[src/rtl/spike_pkg.sv]
// spike_pkg: shared defaults and the saturating counter helper used by spike_collector and the neuron side.
package spike_pkg;
   localparam int NEURON_ID_W_DEF = 4;
   localparam int CNT_W_DEF = 8;
   // Adds inc to cnt and clamps at 2^w-1; w must be below 32.
   function automatic logic [31:0] sat_inc(input logic [31:0] cnt, input logic [31:0] inc, input int w);
      logic [32:0] sum;
      logic [32:0] mx;
      mx = (33'd1 << w) - 33'd1;
      sum = {1'b0, cnt} + {1'b0, inc};
      return (sum > mx) ? mx[31:0] : sum[31:0];
   endfunction
endpackage

[src/rtl/spike_collector_rr_arbiter.sv]
// rr_arbiter: one-hot round-robin grant over requesting lanes; the priority pointer
// moves to the lane after the winner and holds when nothing is granted.
module rr_arbiter #(
   parameter int NUM_NEURONS = 4
) (
   input  logic                   clk,
   input  logic                   rst_n,
   input  logic [NUM_NEURONS-1:0] req_i,
   input  logic                   en_i,
   output logic [NUM_NEURONS-1:0] grant_o
);
   localparam int PW = $clog2(NUM_NEURONS);
   logic [PW-1:0] ptr_q, ptr_d, idx;
   int j;
   // Scan offsets from farthest to nearest so the lane closest to the pointer wins last.
   always_comb begin
      grant_o = '0;
      ptr_d = ptr_q;
      j = 0;
      idx = '0;
      if (en_i) begin
         for (int k = NUM_NEURONS - 1; k >= 0; k--) begin
            j = int'(ptr_q) + k;
            j = (j >= NUM_NEURONS) ? j - NUM_NEURONS : j;
            idx = PW'(j);
            if (req_i[idx]) begin
               grant_o = '0;
               grant_o[idx] = 1'b1;
               ptr_d = (idx == PW'(NUM_NEURONS - 1)) ? '0 : idx + 1'b1;
            end
         end
      end
   end
   always_ff @(posedge clk) begin
      if (!rst_n) ptr_q <= '0;
      else ptr_q <= ptr_d;
   end
endmodule

[src/rtl/spike_collector.sv]
// spike_collector: per-lane pending registers, round-robin into a FWFT FIFO, per-scan counters.
// Optional SPIKE_COLLECTOR_DUP_FILTER_EN limits each lane to one accepted spike per scan.
module spike_collector
   import spike_pkg::*;
#(
   parameter int NUM_NEURONS = 4,
   parameter int NEURON_ID_W = NEURON_ID_W_DEF,
   parameter int FIFO_DEPTH = 8,
   parameter int CNT_W = CNT_W_DEF
) (
   input  logic                               clk,
   input  logic                               rst_n,
   input  logic                               scan_start_en,
   input  logic [NUM_NEURONS-1:0]             in_valid,
   input  logic [NUM_NEURONS*NEURON_ID_W-1:0] in_id,
   output logic [NUM_NEURONS-1:0]             in_ready,
   output logic                               out_valid,
   output logic [NEURON_ID_W-1:0]             out_id,
   input  logic                               out_ready,
   output logic [CNT_W-1:0]                   spike_count,
   output logic [CNT_W-1:0]                   drop_count,
   output logic [$clog2(FIFO_DEPTH):0]        fifo_level
);
   localparam int AW = $clog2(FIFO_DEPTH);
   localparam int LW = AW + 1;
   logic [NUM_NEURONS-1:0] pend_q, pend_d, grant, acc, drp, blk;
   logic [NEURON_ID_W-1:0] pid_q [NUM_NEURONS];
   logic [NEURON_ID_W-1:0] pid_d [NUM_NEURONS];
   logic [NEURON_ID_W-1:0] mem_q [FIFO_DEPTH];
   logic [NEURON_ID_W-1:0] gid;
   logic [AW-1:0] wr_q, rd_q;
   logic [LW-1:0] lvl_q, lvl_d;
   logic [CNT_W-1:0] spike_q, spike_d, drop_q, drop_d;
   logic [31:0] ndrop;
   logic push, pop, fifo_en;
   assign pop = out_valid & out_ready;
   assign push = |grant;
   assign fifo_en = (lvl_q < LW'(FIFO_DEPTH)) | pop;
   assign in_ready = ~pend_q | grant;
   assign acc = in_valid & in_ready & ~blk;
   assign drp = in_valid & ~acc;
   assign out_valid = (lvl_q != '0);
   assign out_id = out_valid ? mem_q[rd_q] : '0;
   assign fifo_level = lvl_q;
   assign spike_count = spike_q;
   assign drop_count = drop_q;
`ifdef SPIKE_COLLECTOR_DUP_FILTER_EN
   logic [NUM_NEURONS-1:0] fired_q;
   always_ff @(posedge clk) begin
      if (!rst_n) fired_q <= '0;
      else fired_q <= scan_start_en ? '0 : (fired_q | acc);
   end
   assign blk = fired_q;
`else
   assign blk = '0;
`endif
   rr_arbiter #(.NUM_NEURONS(NUM_NEURONS)) u_arb (
      .clk    (clk),
      .rst_n  (rst_n),
      .req_i  (pend_q),
      .en_i   (fifo_en),
      .grant_o(grant)
   );
   // A lane granted and reloaded in the same cycle stays pending with the new ID.
   always_comb begin
      gid = '0;
      ndrop = '0;
      pend_d = (pend_q & ~grant) | acc;
      for (int i = 0; i < NUM_NEURONS; i++) begin
         pid_d[i] = acc[i] ? in_id[i*NEURON_ID_W +: NEURON_ID_W] : pid_q[i];
         gid = gid | (grant[i] ? pid_q[i] : '0);
         ndrop = ndrop + 32'(drp[i]);
      end
      lvl_d = lvl_q + LW'(push) - LW'(pop);
      spike_d = scan_start_en ? '0 : CNT_W'(sat_inc(32'(spike_q), 32'(push), CNT_W));
      drop_d = scan_start_en ? '0 : CNT_W'(sat_inc(32'(drop_q), ndrop, CNT_W));
   end
   always_ff @(posedge clk) begin
      if (!rst_n) begin
         pend_q <= '0;
         wr_q <= '0;
         rd_q <= '0;
         lvl_q <= '0;
         spike_q <= '0;
         drop_q <= '0;
      end else begin
         pend_q <= pend_d;
         wr_q <= wr_q + AW'(push);
         rd_q <= rd_q + AW'(pop);
         lvl_q <= lvl_d;
         spike_q <= spike_d;
         drop_q <= drop_d;
      end
   end
   // Data storage needs no reset: validity is carried by pend_q and lvl_q.
   always_ff @(posedge clk) begin
      pid_q <= pid_d;
      if (push) mem_q[wr_q] <= gid;
   end
endmodule

[config.mk]
export PLATFORM = sky130hd
export DESIGN_NAME = spike_collector
export DESIGN_NICKNAME = d
export VERILOG_FILES = /design/src/rtl/spike_pkg.sv /design/src/rtl/spike_collector_rr_arbiter.sv /design/src/rtl/spike_collector.sv
export SDC_FILE = /design/constraint.sdc
export NUM_CORES = 1
export LEC_CHECK = 0
export CORE_ASPECT_RATIO = 2
export CORE_MARGIN = 2
export CORE_UTILIZATION = 40
export CTS_CLUSTER_DIAMETER = 40
export DETAILED_ROUTE_END_ITERATION = 8
export GPL_ROUTABILITY_DRIVEN = 0
export MAX_ROUTING_LAYER = met4
export SLEW_MARGIN = 15
export SYNTH_ARGS = -nofsm -noshare
export SYNTH_HDL_FRONTEND = slang
export SYNTH_HIERARCHICAL = 1
export SYNTH_SLANG_ARGS = --single-unit
export TNS_END_PERCENT = 30
[constraint.sdc]
create_clock -name clk -period 9.3 [get_ports clk]
set_clock_uncertainty 0.1 [all_clocks]
set_input_delay 2.325 -clock clk [delete_from_list [all_inputs] [get_ports clk]]
set_output_delay 2.325 -clock clk [all_outputs]
set_load 0.01 [all_outputs]
==> Yosys cells after proc, flatten, opt, wreduce, memory -nomap -nowiden <==
Memories as Yosys holds them, arrays and structs flattened. A register that Yosys moved wholly into a read port is not among the register bits.
Index checks and enable logic that the tools add are counted.
{ "op_classes": {"n_mux": 43, "n_reduce_logical": 9, "order_cmp": 15, "add_sub_neg": 20, "eq_ne": 4, "bitwise": 14} }
{ "ops": {"columns": ["cell", "count"], "rows": [
  ["$mux W4", 10],
  ["$mux W2", 12],
  ["$or A4 B4 Y4", 5],
  ["$gt A9 B8 Y1 const B", 2],
  ["$mux W8", 2],
  ["$and A4 B4 Y4", 3],
  ["$lt A2 B3 Y1 const B", 4],
  ["$not A4 Y4", 3],
  ["$mux W1", 10],
  ["$add A8 B1 Y9", 1],
  ["$add A8 B4 Y9", 1],
  ["$ge A3 B3 Y1 const B", 3],
  ["$add A2 B1 Y2 const B", 4],
  ["$bmux W1 S2", 4],
  ["$demux W1 S2", 4],
  ["$eq A2 B2 Y1 const B", 4],
  ["$ge A2 B1 Y1 const B", 4],
  ["$reduce_bool A4 Y1", 2],
  ["$sub A2 B1 Y2 const B", 4],
  ["$add A2 B2 Y3 const B", 2],
  ["$add A3 B1 Y3", 2],
  ["$add A3 B1 Y4", 1],
  ["$add A4 B1 Y4", 1],
  ["$logic_and A1 B1 Y1", 4],
  ["other kinds (13)", 13]
]} }
{ "word_totals": {"output_inout_bits": 29, "n_memories": 1, "regBits": 48, "ram_bits": 32} }
{ "memory_table": {"columns": ["memory", "depth", "width", "rd", "rd_clocked_by_memory_dff", "write_ports", "line", "source"], "rows": [
  ["mem_q", 8, 4, 1, 1, 1, "spike_collector.sv:29", "logic [NEURON_ID_W-1:0] mem_q [FIFO_DEPTH];"]
]} }

==> Longest topological paths before layout <==
Gate-level depths: netlist of the first run.
{ "logic_depth": {"depth_word": 22, "ltp_mapped": 18, "mapped_depth_nobuf": 16} }

==> Cells and area by module <==
The synthesis of the first run kept the hierarchy.
{ "by_module_without_submodules": {"columns": ["mod", "cells_each", "instances", "seq_area_each_um2", "area_each_um2"], "rows": [
  ["spike_collector", 276, 1, 2042.0, 3380.7],
  ["rr_arbiter", 53, 1, 40.0, 538.0]
]} }

==> Least setup slack after synthesis of the first run <==
OpenSTA, ideal clock, no wires.
{ "synth_path": {"path_kind": "input-to-output", "startpoint": "input port out_ready", "endpoint": "output port in_ready[2]", "arrival_ns": 3.527, "cell_stages": 5, "slack_ns": 3.348, "cell_sequence": "nor2b_1 -> nand2b_1 -> nor3b_1 -> and2b_2 -> inv_1"} }
{ "synth_via": {"elab_chain_len": 4} }
{ "synth_rtl": {"columns": ["item", "line", "source"], "rows": [
  ["start, declared", "spike_collector.sv:19", "input logic out_ready,"],
  ["$and A1 B1 Y1", "spike_collector.sv:36", "assign pop = out_valid & out_ready;"],
  ["$or A1 B1 Y1", "spike_collector.sv:38", "assign fifo_en = (lvl_q < LW'(FIFO_DEPTH)) | pop;"],
  ["net fifo_en", "spike_collector.sv:35", "logic push, pop, fifo_en;"],
  ["$mux W4", "spike_collector_rr_arbiter.sv:21", "if (en_i) begin"],
  ["net grant[2]", "spike_collector.sv:26", "logic [NUM_NEURONS-1:0] pend_q, pend_d, grant, acc, drp, blk;"],
  ["$or A4 B4 Y4", "spike_collector.sv:39", "assign in_ready = ~pend_q | grant;"],
  ["end, declared", "spike_collector.sv:16", "output logic [NUM_NEURONS-1:0] in_ready,"]
]} }
The timed path passes the listed nets, and every way through them passes these cells.

==> Final worst setup path of the first run <==
Ends and elaborated chain as after synthesis.

==> metrics.md, run 1 <==
| Metric | Value |
|---|---|
| Slew headroom | `0.352` |
| Post-layout net count | `431` |
| Clock transition at the registers of the reported paths | `60 ps` |
| Largest stage delay on the critical path | `600 ps` |
| CTS Buf Count | `9` |
| Drt total wl | `8460 um` |
| ANT nets after route | `0` |
| Setup_tns | `0 ps` |
| Unrepaired setup endpoints after global routing | `no` |
| Crit-path leading delay family | `simple AND/OR/NAND/NOR gates` |
| Element type at the critical path start | `input pin` |
| Post-synthesis sequential area ratio | `0.531` |
| Max frequency | `0.137 GHz` |
| Post-synthesis cell type count | `49` |
| Commonest non-fill, non-tap cell in the layout | `clkdlybuf4s50_1` |
| Average via count per standard cell | `a little over 5` |
| Most used flip-flop cell after synthesis | `edfxtp_1` |
| Total die area | `~11000 um2` |
| Leakage power total | `between 1.5 and 2 nW` |
| Crit path capture type | `output port` |
| Post-detail-place hpwl | `6670 um` |
| Utilization of the core after routing | `0.506` |
| Standard-cell rows | `a little over 50` |
| Clock sink total | `80` |
| Final period utilization | `0.784` |
| Post-Synthesis Cells | `329` |
| Worst-margin pin slew | `approximately 970 ps` |
| Worst path required time | `6880 ps` |
| Synthesized cell area | `3920 um2` |
| H-tree depth | `3` |
| Initial antenna violation count | `0` |
| Number of global-route vias before repair | `2700` |
| Pins Over Slew Limit | `0` |
| Total power consumption of the routed design | `~1.6 mW` |
| Number of gates on the worst path with buffers counted | `7` |
| Synth area leader | `edfxtp_1` |
| Via count | `2655` |
| Count of buffering cells on the critical path with inverters included | `3` |
| Commonest cells after routing, fill and taps aside | `clkdlybuf4s50_1 (52), edfxtp_1 (48), dfxtp_1 (32), nand2_1 (23)` |
| Worst skew pair latency | `340 ps` |
| EDFF count, synth | `48` |
| All-Layer GR Usage | `0.179` |
| Top-level I/O count | `53` |
| Synthesized area divided by synthesized cell count | `between 10 and 15 um2` |
| CP max stage cell | `nor3b_1` |
| Dominant cells by area after synthesis | `edfxtp_1 (37%), dfxtp_1 (16%), ha_1 (6.4%)` |
| Final count of negative-setup-slack endpoints | `0` |
| Buffer count from post-CTS setup fixing | `0` |
| Tightest hold margin | `415 ps` |
| Areal power density over the cells | `337 nW/um2` |
| Hold-fix buffers, CTS | `0` |
| DRT iter0 DRCs | `122` |
| GRT Residual Overflow | `0` |
| Pin count of the biggest net entering global routing | `22` |
| R2R depth | `16` |
| Number of port buffers | `between 50 and 60` |
| Result of the run | `complete, no violations` |
| Layout area overhead | `24.5%` |
| Critical Path Fanout Max | `6` |
| Proportion of netlist area held by the largest area contributor | `0.368` |
| # diodes | `0` |
| Effective utilization at floorplan | `0.407` |
| Yosys Warn Count | `6` |
| Final hold violations | `0` |
| Max-cap violation count | `0` |
| Detail-routed net length per standard cell | `between 15 and 20 um` |
| Start-to-end type of the worst setup path | `input pin to output port` |
| Fill cell total of the finished layout | `~870` |
| Arrival time at the worst endpoint | `between 4000 and 5000 ps` |
| Library cell appearing most often on the critical path | `clkdlybuf4s50_1` |
| First-pass GRT wire length | `~13000 um` |
| Max VDD drop | `0.177 mV` |
| Cts repair resizes | `0` |
| Total nets after synthesis | `377` |
| Vertical die dimension | `approximately 140 um` |
| Cells traversed along the worst timing path | `clkdlybuf4s50_1, nor2b_1, nand2b_1, nor3b_1, and2b_2, inv_1, clkdlybuf4s50_1` |
| Share of synthesized flip-flops with an asynchronous set or reset | `0` |
| DR pass1 iterations | `4` |
| Number of buffers on the longest clock path | `2` |
| Chip Width | `74.0 um` |
| DRC violations left | `0` |
| Depth of the worst hold-timing path | `1` |
| Ratio of cells with drive above 1 in the final layout | `0.0722` |
| CORE AREA | `9640 um2` |
| Root Driver | `clkbuf_16` |
| Final critical path time including I/O delays and setup | `7290 ps` |
| Register bit count reported by yosys | `80` |
| Clock tree from TritonCTS | `yes` |
| Worst hold path class | `flop to flop` |
[cell usage after synthesis (all sizes together), types with 4 or more instances]
cell / number
edfxtp: 48
dfxtp: 32
nand2: 24
ha: 20
inv: 20
mux2i: 17
and2: 15
nor3: 15
nand3: 12
nor2: 12
nor2b: 12
o21a: 9
a22oi: 8
a21oi: 7
a211oi: 6
nand2b: 6
buf: 5
o21ai: 5
xor2: 5
a31oi: 4
and3: 4
clkbuf: 4
fa: 4
mux4: 4
o22ai: 4
[state kept, by name, summed over array words and instances (netlist names)]
name         flops
pend_q           4
mem_q           32
spike_count      8
pid_q           16
drop_count       8
u_arb/ptr_q      2
wr_q             3
rd_q             3
fifo_level       4
[cell families after synthesis]
kind of cell             share of synthesized area
flip-flops                                   0.531
buffers and inverters                       0.0354
AO/OA/AOI/OAI                               0.0971
adder cells (fa/ha/maj)                     0.0843
XOR/XNOR                                    0.0179
AND/OR/NAND/NOR                              0.161
multiplexers                                0.0731
[layer usage]
layer	track usage	routed length (um)	up-vias
met1	0.151	2740	1278
li1	-	-	1301
met3	0.0293	227	14
met4	0.0938	195	0
met5	-	0	-
met2	0.351	5300	62
[power breakdown]
part | switching, mW | internal (mW) | total (mW)
Sequential | 0.0588 | 0.521 | 0.580
Combinational | 0.378 | 0.290 | 0.668
Clock | 0.135 | 0.263 | 0.397
Total | 0.572 | 1.07 | 1.65
[worst register-to-register path: stages, from the launching register on]
cell	delay (ps)
dfxtp_1	680
inv_1	300
ha_1	450
mux4_2	310
nor2b_1	290
a221oi_1	170
nor3b_1	580
and2b_2	310
nand2_1	100
fa_1	440
fa_1	450
inv_1	80
fa_1	200
and3_1	200
and2_4	180
nand4_4	130
a21oi_1	170
[path summary, 6_finish.rpt]
kind / startpoint / to / slack (ps)
max: out_ready / in_ready[2] / 2010
min: drop_count[4] / drop_count[4] / 420
max reg2reg: u_arb/ptr_q[0] / drop_count[1] / 4080
min reg2reg: drop_count[4] / drop_count[4] / 420
[area by class of cell]
cell class	count	area, um2	share of cell area
Sequential cell	80	2080	0.427
Timing Repair Buffer	52	520	0.107
Tap cell	132	165	0.0338
Clock inverter	5	106	0.0218
Inverter	20	75.1	0.0154
Clock buffer	11	233	0.0477
Multi-Input combinational cell	220	1700	0.348
[stage by stage]
step | std cells | setup WS, ps | instance area, um2
floorplan | 329 | 3350 | 3920
global placement | 504 | 2050 | 4540
detailed placement | 504 | 2010 | 4540
CTS | 520 | 1990 | 4880
global route | 520 | 1840 | 4880
finish | 520 | 2010 | 4880
(Power assumes the default switching activity.)
==> run 2: changes to the inputs <==
==> constraint.sdc (replaced) <==
create_clock -name clk -period 6 [get_ports clk]
set_clock_uncertainty 0.1 [all_clocks]
set_input_delay 1.5 -clock clk [delete_from_list [all_inputs] [get_ports clk]]
set_output_delay 1.5 -clock clk [all_outputs]
set_load 0.01 [all_outputs]
==> run 2 against run 1 <==
Hold slack worse by 11 ps; critical path depth rose by 1; utilization shrank 0.29 points; first-iteration DRC count is 25% higher; design area fell by 0.56%; total power increased by 51%.
==> metrics.md, run 2 (synthesis gave the netlist of run 1 again) <==
| Metric | Value |
|---|---|
| Average via count per standard cell | `5.04 (-1.4%)` |
| Number of port buffers | `52 (unchanged)` |
| Crit path capture type | `output port` |
| DRC violations left | `0 (unchanged)` |
| Areal power density over the cells | `513 nW/um2 (+52%)` |
| Clock sink total | `80 (unchanged)` |
| Total die area | `10700 um2 (unchanged)` |
| Clock transition at the registers of the reported paths | `60 ps (about the same)` |
| Via count | `2639 (-0.60%)` |
| Unrepaired setup endpoints after global routing | `no` |
| Cells traversed along the worst timing path | `clkdlybuf4s50_1, nor2b_1, nand2b_1, o221ai_1, nor2_1, nor2b_1, inv_1, clkdlybuf4s50_1` |
| Max-cap violation count | `0 (unchanged)` |
| Number of buffers on the longest clock path | `2 (unchanged)` |
| Final count of negative-setup-slack endpoints | `0 (unchanged)` |
| Final hold violations | `0 (unchanged)` |
| DR pass1 iterations | `4 (unchanged)` |
| Post-layout net count | `435 (+0.93%)` |
| Number of global-route vias before repair | `2740 (+1.5%)` |
| Worst-margin pin slew | `977 ps (+6.80 ps)` |
| Crit-path leading delay family | `buffers and inverters` |
| Number of flip-flops under the largest register name | `32 (unchanged)` |
| Drt total wl | `8550 um (+1.1%)` |
| CP max stage cell | `clkdlybuf4s50_1` |
| Top-level I/O count | `53 (unchanged)` |
| Cts repair resizes | `0 (unchanged)` |
| Detail-routed net length per standard cell | `16.3 um (+0.28%)` |
| Buffer count from post-CTS setup fixing | `0 (unchanged)` |
| Max frequency | `approximately 0.18 GHz` |
| Chip Width | `74.0 um (unchanged)` |
| Count of buffering cells on the critical path with inverters included | `3 (unchanged)` |
| Layout area overhead | `23.8%` |
| Tightest hold margin | `404 ps (-11.4 ps)` |
| Largest stage delay on the critical path | `540 ps (-60 ps)` |
| Result of the run | `complete, no violations` |
| Worst hold path class | `flop to flop` |
| Root Driver | `clkbuf_16` |
| Initial antenna violation count | `0 (unchanged)` |
| Pins Over Slew Limit | `0 (unchanged)` |
| Post-detail-place hpwl | `6790 um (+1.8%)` |
| GRT Residual Overflow | `0 (unchanged)` |
| Ratio of cells with drive above 1 in the final layout | `0.0867 (+0.0146)` |
| Final critical path time including I/O delays and setup | `approximately 5500 ps` |
| Element type at the critical path start | `input pin` |
| Setup_tns | `0 ps (unchanged)` |
| Slew headroom | `0.348 (-0.00454)` |
| Clock tree from TritonCTS | `yes` |
| Top register by number of flip-flops | `mem_q` |
| Vertical die dimension | `144 um (unchanged)` |
| CORE AREA | `9640 um2 (unchanged)` |
| Fill cell total of the finished layout | `894 (+2.9%)` |
| ANT nets after route | `0 (unchanged)` |
| Effective utilization at floorplan | `0.407 (unchanged)` |
| Final period utilization | `0.910` |
| Biggest regs | `mem_q x32, pid_q x16` |
| DRT iter0 DRCs | `153 (+25%)` |
| Commonest cells after routing, fill and taps aside | `clkdlybuf4s50_1 (52), edfxtp_1 (48), dfxtp_1 (32), nand2_1 (23)` |
| Standard-cell rows | `51 (unchanged)` |
| First-pass GRT wire length | `13800 um (+3.0%)` |
| CTS Buf Count | `9 (unchanged)` |
| Commonest non-fill, non-tap cell in the layout | `clkdlybuf4s50_1` |
| Pin count of the biggest net entering global routing | `22 (unchanged)` |
| Worst skew pair latency | `340 ps (about the same)` |
| Leakage power total | `1.77 nW (+0.12%)` |
| All-Layer GR Usage | `0.184 (+0.00444)` |
| # diodes | `0 (unchanged)` |
| Arrival time at the worst endpoint | `3860 ps (-1010 ps)` |
| Critical Path Fanout Max | `6 (unchanged)` |
| Start-to-end type of the worst setup path | `input pin to output port` |
| H-tree depth | `3 (unchanged)` |
| Max VDD drop | `0.210 mV (+19%)` |
| Worst path required time | `4400 ps (-2480 ps)` |
| Hold-fix buffers, CTS | `0 (unchanged)` |
-- run 2: cell type report --
cell class	instances	area, um2	area share
Sequential cell	80	2080	0.429
Multi-Input combinational cell	220	1700	0.350
Timing Repair Buffer	56	551	0.113
Clock buffer	9	225	0.0464
Tap cell	132	165	0.0340
Inverter	20	75.1	0.0155
Clock inverter	7	56.3	0.0116
-- run 2: stage by stage --
step	setup slack [ps]	utilization	cells	power [mW]	area [um2]
after global placement	634	0.474	508	1.98	4570
after CTS	542	0.504	524	2.52	4850
after detailed placement	603	0.474	508	2.01	4570
after global routing	326	0.504	524	2.67	4850
after floorplan	1400	-	329	1.62	3920
final	540	0.504	524	2.49	4850
-- run 2: path summary, 6_finish.rpt --
check,endpoint,slack [ps],cells after the start,startpoint
hold reg to reg,drop_count[4],400,1,drop_count[4]
setup reg to reg,drop_count[6],1110,17,u_arb/ptr_q[1]
setup / recovery,in_ready[3],540,8,out_ready
hold / removal,drop_count[4],400,1,drop_count[4]
-- run 2: power breakdown --
group | internal, mW | leakage [nW] | total (mW) | switching [mW]
Combinational | 0.479 | 0.923 | 1.10 | 0.616
Clock | 0.285 | 0.142 | 0.511 | 0.226
Sequential | 0.807 | 0.708 | 0.885 | 0.0781
-- run 2: per-layer routing --
| layer | share of wire | wire length, um | GRT usage | vias to the layer above |
|---|---|---|---|---|
| met4 | 0.024 | 203 | 0.0823 | 0 |
| met1 | 0.33 | 2790 | 0.160 | 1273 |
| met5 | 0 | 0 | - | - |
| li1 | - | - | - | 1309 |
| met3 | 0.028 | 241 | 0.0355 | 12 |
| met2 | 0.62 | 5320 | 0.358 | 45 |
==> run 3: changes to the inputs <==
--- a/config.mk
+++ b/config.mk
@@ -6,12 +6,14 @@
 export NUM_CORES = 1
 export LEC_CHECK = 0
 export CORE_ASPECT_RATIO = 2
-export CORE_MARGIN = 2
+export CORE_MARGIN = 1
 export CORE_UTILIZATION = 40
 export CTS_CLUSTER_DIAMETER = 40
+export CTS_CLUSTER_SIZE = 10
 export DETAILED_ROUTE_END_ITERATION = 8
 export GPL_ROUTABILITY_DRIVEN = 0
 export MAX_ROUTING_LAYER = met4
+export RECOVER_POWER = 50
 export SLEW_MARGIN = 15
 export SYNTH_ARGS = -nofsm -noshare
 export SYNTH_HDL_FRONTEND = slang
==> run 3 against run 2 <==
Wire length fell by 4.2%; combinational power down 5%; design area hardly changed; non-clock buffer count stayed put; die area fell by 4.1%; sequential cell count unchanged; cell count decreased by 0.38%; sequential share of layout area about the same; critical endpoint is now in_ready[1]; largest power group unchanged.
==> metrics.md, run 3 (synthesis gave the netlist of run 1 again) <==
| Metric | Value |
|---|---|
| Vertical die dimension | `142 um (-1.4%)` |
| ANT nets after route | `0 (unchanged)` |
| Clock sink total | `80 (unchanged)` |
| H-tree depth | `3 (unchanged)` |
| CP Launch Point | `out_ready` |
| Total net switching power | `0.893 mW (-3.0%)` |
| Worst-margin pin slew | `955 ps (-22.3 ps)` |
| R2R depth | `17 (unchanged)` |
| Pin count of the biggest net entering global routing | `22 (unchanged)` |
| Cts repair resizes | `0 (unchanged)` |
| # diodes | `0 (unchanged)` |
| Worst path required time | `4400 ps (about the same)` |
| Clock network fraction of design power | `0.222 (+0.017)` |
| Capture point of the worst reg-to-reg path | `drop_count[0]` |
| Average via count per standard cell | `5.04 (about the same)` |
| Dpl cell area | `4570 um2 (about the same)` |
| Flop pwr share | `0.358 (+0.003)` |
| Unrepaired setup endpoints after global routing | `no` |
| Largest stage delay on the critical path | `560 ps (+20 ps)` |
| Power Internal | `1.58 mW (+0.34%)` |
| Critical Path Sink | `in_ready[1]` |
| Root Driver | `clkbuf_16` |
| Layout area overhead | `23.8% (about the same)` |
| Top-level I/O count | `53 (unchanged)` |
| Element type at the critical path start | `input pin` |
| Setup_tns | `0 ps (unchanged)` |
| Ratio of cells with drive above 1 in the final layout | `0.0791 (-0.00765)` |
| Critical Path Fanout Max | `6 (unchanged)` |
| Number of gates on the worst path with buffers counted | `7 (-1)` |
| Worst skew pair latency | `330 ps (about the same)` |
| Final critical path time including I/O delays and setup | `5500 ps (+35.3 ps)` |
| Leakage power total | `1.83 nW (+3.3%)` |
| Register-to-Register Setup Slack | `1170 ps (+60 ps)` |
| Detail-routed net length per standard cell | `15.7 um (-3.8%)` |
| Post-layout net count | `435 (unchanged)` |
| Drt total wl | `8200 um (-4.2%)` |
| CORE AREA | `9450 um2 (-2.0%)` |
| Post-detail-place hpwl | `6390 um (-5.9%)` |
| First-pass GRT wire length | `13400 um (-2.9%)` |
| CP max stage cell | `nor3b_1` |
| GRT Residual Overflow | `0 (unchanged)` |
| Beginning of the worst register-to-register path | `u_arb/ptr_q[1]` |
| Switching Fraction | `0.362 (-0.00776)` |
| Biggest regs | `mem_q x32, pid_q x16` |
| Final hold violations | `0 (unchanged)` |
| Areal power density over the cells | `509 nW/um2 (-0.85%)` |
| Effective utilization at floorplan | `0.415 (+0.00813)` |
| Commonest cells after routing, fill and taps aside | `edfxtp_1 (48), dlygate4sd3_1 (38), dfxtp_1 (32), nand2_1 (23)` |
| Chip Width | `72.0 um (-2.7%)` |
| Max VDD drop | `0.200 mV (-5.0%)` |
| Total die area | `10200 um2 (-4.1%)` |
| Worst hold path class | `flop to flop` |
| Area of all placed cells without fillers | `4850 um2 (about the same)` |
| Via count | `2629 (-0.38%)` |
| Area taken by flip-flops and latches | `2080 um2 (unchanged)` |
| All-Layer GR Usage | `0.183 (-0.000945)` |
| CTS Buf Count | `9 (unchanged)` |
| Hold-fix buffers, CTS | `0 (unchanged)` |
| DRT iter0 DRCs | `107 (-30%)` |
| Number of port buffers | `52 (unchanged)` |
| Fill cell total of the finished layout | `876 (-2.0%)` |
| Number of global-route vias before repair | `2759 (+0.69%)` |
| Number of buffers on the longest clock path | `2 (unchanged)` |
| Top register by number of flip-flops | `mem_q` |
| Arrival time at the worst endpoint | `3900 ps (+40 ps)` |
| DRC violations left | `0 (unchanged)` |
| Max frequency | `0.182 GHz (-0.64%)` |
| Pins Over Slew Limit | `0 (unchanged)` |
| Count of buffering cells on the critical path with inverters included | `3 (unchanged)` |
| Number of flip-flops under the largest register name | `32 (unchanged)` |
| Result of the run | `complete, no violations` |
| Standard-cell rows | `50 (-2.0%)` |
| Buffer count from post-CTS setup fixing | `0 (unchanged)` |
| Final period utilization | `0.916 (+0.00588)` |
| Max-cap violation count | `0 (unchanged)` |
| Slew headroom | `0.362 (+0.0149)` |
| DR pass1 iterations | `6 (+2)` |
| Clock transition at the registers of the reported paths | `60 ps (about the same)` |
| Multi-input gate area | `1680 um2 (-0.81%)` |
| Crit-path leading delay family | `simple AND/OR/NAND/NOR gates` |
| Clock tree from TritonCTS | `yes` |
| Commonest non-fill, non-tap cell in the layout | `edfxtp_1` |
| Crit path capture type | `output port` |
| Cells traversed along the worst timing path | `dlygate4sd3_1, nor2b_1, nand2b_1, nor3b_1, nor2b_1, inv_1, clkdlybuf4s50_1` |
| Initial antenna violation count | `0 (unchanged)` |
| Start-to-end type of the worst setup path | `input pin to output port` |
| Combinational group share of total power | `0.420 (-0.020)` |
| Final count of negative-setup-slack endpoints | `0 (unchanged)` |
| Library cell appearing most often on the critical path | `nor2b_1` |
[run 3: worst min path at each step]
stage	startpoint	end	slack, ps	cells past startpoint
final	drop_count[4]	drop_count[4]	420	1
after global routing	spike_count[4]	spike_count[4]	450	1
after CTS	drop_count[4]	drop_count[4]	430	1
after detailed placement	drop_count[4]	drop_count[4]	410	1
after global placement	drop_count[4]	drop_count[4]	400	1
after floorplan	drop_count[4]	drop_count[4]	400	1
[run 3: final cells by class]
class	instances	area share
multi-input combinational	220	0.347
sequential	80	0.429
clock inverter	7	0.0162
clock buffer	9	0.0464
inverter	20	0.0155
timing repair buffer	56	0.112
tap	130	0.0335
[run 3: power by group through the flow]
| stage | Sequential [mW] | Combinational (mW) | Clock (mW) |
|---|---|---|---|
| floorplan | 0.871 | 0.751 | 0 |
| global placement | 0.897 | 1.06 | 0 |
| detailed placement | 0.900 | 1.08 | 0 |
| CTS | 0.889 | 1.09 | 0.562 |
| global route | 0.898 | 1.17 | 0.585 |
| finish | 0.884 | 1.04 | 0.548 |
[run 3: per-stage QoR]
stage                      util  worst slack, ps  power (mW)  hold slack (ps)  std cells
after floorplan               -             1400        1.62              402        329
after global placement    0.484              506        1.96              400        506
after detailed placement  0.484              477        1.98              410        506
after CTS                 0.516              470        2.54              426        522
after global routing      0.514              306        2.65              448        522
final                     0.514              504        2.47              419        522
[run 3: metal layers]
| layer | wire length (um) | up-vias | track usage |
|---|---|---|---|
| li1 | - | 1310 | - |
| met3 | 246 | 8 | 0.0439 |
| met2 | 5040 | 50 | 0.363 |
| met1 | 2770 | 1261 | 0.155 |
| met4 | 133 | 0 | 0.0722 |
| met5 | 0 | - | - |
